File: config.mk
export PLATFORM = sky130hd
export DESIGN_NAME = if_pc_stage
export DESIGN_NICKNAME = d
export VERILOG_FILES = /design/src/rtl/if_pc_stage.sv
export SDC_FILE = /design/constraint.sdc
export NUM_CORES = 1
export LEC_CHECK = 0
export ABC_CLOCK_PERIOD_IN_PS = 2900
export CAP_MARGIN = 5
export CORE_MARGIN = 2
export CORE_UTILIZATION = 35
export DETAILED_ROUTE_END_ITERATION = 16
export PLACE_DENSITY = 0.7
export SYNTH_ARGS = -nofsm -noshare
export SYNTH_HDL_FRONTEND = slang
export SYNTH_SLANG_ARGS = --single-unit
File: constraint.sdc
create_clock -name clk -period 2.9 [get_ports clk]
set_clock_uncertainty 0.2 [all_clocks]
set_input_delay 0.725 -clock clk [delete_from_list [all_inputs] [get_ports clk]]
set_output_delay 0.725 -clock clk [all_outputs]
set_load 0.02 [all_outputs]
File: src/rtl/if_pc_stage.sv
// rtl/if_pc_stage.sv - MIPS instruction-fetch stage: program counter, IF/ID latch, stall/flush/halt control
module if_pc_stage #(
   parameter int                B           = 32,
   parameter logic [B-1:0]      RESET_PC    = '0,
   parameter logic [5:0]        HALT_OPCODE = 6'h3F
) (
   input  logic         clk,
   input  logic         rst_n,
   input  logic         enable,
   input  logic         stall,
   input  logic         flush,
   input  logic [B-1:0] next_pc_in,
   input  logic [31:0]  instr_in,
   output logic [B-1:0] pc_out,
   output logic [B-1:0] pc_plus4,
   output logic [31:0]  if_id_instr,
   output logic [B-1:0] if_id_pc_plus4,
   output logic         if_id_valid,
   output logic         halted
);

   typedef enum logic [1:0] {
      S_IDLE = 2'd0,
      S_RUN  = 2'd1,
      S_HALT = 2'd2
   } state_t;

   state_t         r_state;
   logic [B-1:0]   r_pc;
   logic [31:0]    r_if_id_instr;
   logic [B-1:0]   r_if_id_pc_plus4;
   logic           r_if_id_valid;

   state_t         w_state_nxt;
   logic [B-1:0]   w_pc_nxt;
   logic [31:0]    w_if_id_instr_nxt;
   logic [B-1:0]   w_if_id_pc_plus4_nxt;
   logic           w_if_id_valid_nxt;
   logic [B-1:0]   w_pc_plus4;
   logic           w_is_halt;

   // PC+4 wraps naturally at the top of the address space
   assign w_pc_plus4 = r_pc + {{(B-3){1'b0}}, 3'd4};
   assign w_is_halt  = (instr_in[31:26] == HALT_OPCODE);

   // State register and IF/ID latch; reset clears everything at once so no partial IF/ID survives
   always_ff @(posedge clk or negedge rst_n) begin
      if (!rst_n) begin
         r_state          <= S_IDLE;
         r_pc             <= RESET_PC;
         r_if_id_instr    <= '0;
         r_if_id_pc_plus4 <= '0;
         r_if_id_valid    <= 1'b0;
      end else begin
         r_state          <= w_state_nxt;
         r_pc             <= w_pc_nxt;
         r_if_id_instr    <= w_if_id_instr_nxt;
         r_if_id_pc_plus4 <= w_if_id_pc_plus4_nxt;
         r_if_id_valid    <= w_if_id_valid_nxt;
      end
   end

   // Next-state and next-latch selection; flush outranks stall, stall outranks halt detection
   always_comb begin
      w_state_nxt          = r_state;
      w_pc_nxt             = r_pc;
      w_if_id_instr_nxt    = r_if_id_instr;
      w_if_id_pc_plus4_nxt = r_if_id_pc_plus4;
      w_if_id_valid_nxt    = r_if_id_valid;
      case (r_state)
         S_IDLE: begin
            w_if_id_valid_nxt = 1'b0;
            if (enable) begin
               w_state_nxt = S_RUN;
            end
         end
         S_RUN: begin
            if (flush) begin
               w_pc_nxt             = next_pc_in;
               w_if_id_instr_nxt    = '0;
               w_if_id_pc_plus4_nxt = '0;
               w_if_id_valid_nxt    = 1'b0;
            end else if (stall) begin
               w_pc_nxt = r_pc;
            end else if (w_is_halt) begin
               // Halt instruction still goes down the pipe, but fetch freezes on its address
               w_if_id_instr_nxt    = instr_in;
               w_if_id_pc_plus4_nxt = w_pc_plus4;
               w_if_id_valid_nxt    = 1'b1;
               w_state_nxt          = S_HALT;
            end else begin
               w_pc_nxt             = next_pc_in;
               w_if_id_instr_nxt    = instr_in;
               w_if_id_pc_plus4_nxt = w_pc_plus4;
               w_if_id_valid_nxt    = 1'b1;
            end
         end
         S_HALT: begin
            if (flush) begin
               // The halt was on a wrong path; resume fetching at the redirect target
               w_pc_nxt             = next_pc_in;
               w_if_id_instr_nxt    = '0;
               w_if_id_pc_plus4_nxt = '0;
               w_if_id_valid_nxt    = 1'b0;
               w_state_nxt          = S_RUN;
            end else if (!stall) begin
               w_if_id_instr_nxt    = '0;
               w_if_id_pc_plus4_nxt = '0;
               w_if_id_valid_nxt    = 1'b0;
            end
         end
         default: begin
            w_state_nxt = S_IDLE;
         end
      endcase
   end

   assign pc_out         = r_pc;
   assign pc_plus4       = w_pc_plus4;
   assign if_id_instr    = r_if_id_instr;
   assign if_id_pc_plus4 = r_if_id_pc_plus4;
   assign if_id_valid    = r_if_id_valid;
   assign halted         = (r_state == S_HALT);

endmodule

==> summary by stage <==
Run status
The flow ran to the end, but the final reports show violations. The final reports fail on negative setup slack.

Synth
The number of synthesized flops with an enable pin is 0. The synthesized netlist occupies a cell area of 4650 sq um. Of the synthesized area, sequential elements account for 0.533.

Counting instances in the post-synthesis netlist gives the leading cell types as 99 x dfrtp_1, 61 x nand2_1, 32 x mux2_2. For this run, asynchronously set or reset flops after synthesis account for 1.00. The share of synthesized area in the top cell type comes to 0.533. The number of nets handed over by synthesis was 508. Sorting the synthesized cells by area gives the leading types as dfrtp_1 53%, mux2_2 7.8%, a22o_1 5.5%. The mean area per synthesized cell is between 10 and 15 sq um. By instance count, the leading cell after synthesis is dfrtp_1. For this run, the number of Yosys warnings is 0.

The top flip-flop cell by instance count after synthesis is dfrtp_1. dfrtp_1 takes more of the synthesized area than any other cell. Counting distinct cell types in the post-synthesis netlist gives between 40 and 50. The synthesized instance count is approximately 440. In this run, synthesis produced a sequential element count of 99.

Floorplan
During I/O placement, the number of pins put on the boundary was ~200. The area enclosed by the die boundary is roughly 14000 sq um. The initialized floorplan defines 42 standard-cell rows. The initial core utilization is 0.355.

The die boundary width is 119 um. The standard cell core area is 13100 sq um. The die height is ~120 um.

Clocking
The worst-case clock buffer depth is 2. The clock buffer count from CTS is 9. The clock insertion delay at the later pin of the skew report is about 350 ps.

The number of H-tree levels is 3. The buffer cell driving the clock tree root is clkbuf_16. The TritonCTS clock tree is yes. The clock drives 99 sinks. After clock tree synthesis, the clock-pin slew on the worst setup and hold paths is 70 ps.

STA
The period utilization is 1.07. The final-report hold violation count is 0. The worst slew slack as a fraction of its limit is 0.616. The total of endpoints with negative setup slack in the final report is 16. Across all hold checks on the routed design, the worst slack comes to 160 ps.

For the pin with the worst max-slew slack, the measured transition is 577 ps. Setup repair after global routing could not meet its margin everywhere. Based on the critical path, the design can be clocked at up to 0.322 GHz. After layout, the worst setup slack is -206 ps. The final-report max-slew violation count is 0. The minimum clock period is 3110 ps.

Layout
The fraction of layout cells with a size suffix above 1 is 0.299. The total number of nets in the final design is 780. Compared with the post-synthesis result, the final layout area differs by 74.0%. The final instance count without filler cells is between 800 and 900. The cell area after layout is 8090 sq um. The number of diodes added for antenna fixing is 0.

Drt
The starting DRC count in detailed routing is around 230. The post-detailed-route DRC marker count is 0. The wire length reported by the detailed router is 15200 um.

The ratio of routed vias to standard cells is 5.04. The number of nets with antenna violations after detailed routing is 0. The total number of vias is around 4500.

After detailed routing, the average wire length per cell comes to 17.1 um. The first TritonRoute pass finished after 5 iterations.

Critical path
The endpoint identified for the worst register-to-register timing path is if_id_pc_plus4[26]. STA puts the critical path data required time at just under 2000 ps. STA classifies the critical path endpoint as an output port. For this design, the slowest cell found on the critical path is or4_4. The critical path in this run is classified as register to output port. The kind of start point of the critical path is a register. The critical-path maximum fanout is 5. STA puts the critical path data arrival time at 2180 ps. The cell family contributing the most delay on the critical path is simple AND/OR/NAND/NOR gates.

The largest stage delay on the critical path is 450 ps. The worst setup slack for register-to-register paths is 560 ps. Counting both buffers and inverters, the worst setup path holds a total of 2.

Traced cell by cell, the critical path runs through ha_4 > nand4_1 > or4_4 > buf_8 > nor3_4 > xor2_2 > buf_6. The startpoint identified for the worst register-to-register timing path is pc_out[3]. For the worst flop-to-flop path, the logic depth is 7.

Placed design
The half-perimeter wire length of the detailed placement result is roughly 11000 um. Including well taps, the total number of placed cells is between 800 and 900. Before CTS, the worst setup slack after placement is -418 ps. The cell area after placement is approximately 7400 sq um.

During placement, the flow inserted port buffers numbering 198. The placer's final routability congestion estimate is 0.814.

Global routing
Across every metal layer, demand over resource in global routing totals 0.213. The number of global-route vias before repair was 4599. The number of antenna violations at the first check in global routing is 0. The total overflow left after global routing is 0. The global-route wire length before repair is 23900 um.

Entering global routing, the biggest net connects 49 pins.

Power and ir drop
The ratio of total power to cell area is 496 nW/um^2. The worst-case vdd ir drop is 0.249 mV. The cell leakage power is 3.61 nW.

Job
Across the run, the number of max-cap violations was 0.

Worst hold path
The worst hold-check path type is input pin to asynchronous set/reset pin.
==> kinds of logic (layout without fill, tap and decap cells) <==
family,after synthesis,after routing,synth area share
multiplexers,32,32,0.0775
XOR/XNOR,28,28,0.0528
flip-flops,99,99,0.533
AND/OR/NAND/NOR,155,155,0.161
AO/OA/AOI/OAI,83,83,0.138
buffers and inverters,40,317,0.0355
adder cells (fa/ha/maj),1,1,0.00269
==> metal layers <==
layer	part of all wire	global-route usage	up-vias
li1	-	-	2111
met4	0.019	0.0707	0
met1	0.43	0.278	2189
met3	0.062	0.0431	22
met2	0.49	0.356	167
met5	0	0	-
==> report_power, final <==
group / internal [mW] / total [mW] / leakage, nW / switching, mW
Combinational: 0.576 / 1.14 / 2.21 / 0.568
Clock: 0.753 / 1.29 / 0.147 / 0.541
Sequential: 1.50 / 1.58 / 1.25 / 0.0814
Total: 2.82 / 4.01 / 3.61 / 1.19
==> sequential cells by signal, indices dropped and copies added, names as in the netlist <==
signal and count:
if_id_instr 32, r_state 2, if_id_pc_plus4 32, pc_out 32, if_id_valid 1
==> per-stage QoR <==
step / setup TNS (ps) / power [mW] / utilization
after CTS: -1490 / 4.03 / 0.601
after global routing: -2790 / 4.17 / 0.618
after floorplan: -5.20 / 2.08 / -
after global placement: -3870 / 2.70 / 0.565
final: -1360 / 4.01 / 0.618
after detailed placement: -4410 / 2.72 / 0.565
==> worst max-delay path by stage <==
stage,start,endpoint,depth (start not counted)
6_report,pc_out[3],pc_plus4[26],7
5_1_grt,pc_out[3],pc_plus4[26],7
4_1_cts,pc_out[3],pc_plus4[24],7
3_5_place_dp,pc_out[3],pc_plus4[26],7
3_3_place_gp,pc_out[3],pc_plus4[26],7
2_1_floorplan,pc_out[2],pc_plus4[26],6
==> cells in the final DEF (no fill, tap or decap), drive strengths merged, types with 6 or more instances in the layout <==
master         instances
a221o                 13
a22o                  29
a31oi                  6
and2                   6
and3                   6
buf                  120
clkbuf                11
clkdlybuf4s50        169
dfrtp                 99
mux2                  32
nand2                 61
nand3                 18
nand4                  9
nor2                  26
nor3                  11
nor4                   6
o21ai                 20
xnor2                 12
xor2                  16
==> layout make-up <==
class | count | area, sq um
clock buffers | 9 | 225
multi-input cells | 299 | 2290
repair buffers | 297 | 2760
well taps | 176 | 220
fillers | 1029 | 5000
clock inverters | 7 | 92.6
inverters | 4 | 15.0
flip-flops and latches | 99 | 2480
==> what timing repair did <==
action | in CTS | in global routing
pin swaps | 8 | 17
gates resized for setup | 136 | 27
setup buffers | 8 | 15
cloned | 1 | 0
setup endpoints to repair | 25 | 22
hold buffers | 0 | 0
No activity file was read; power rests on OpenSTA's default activity.
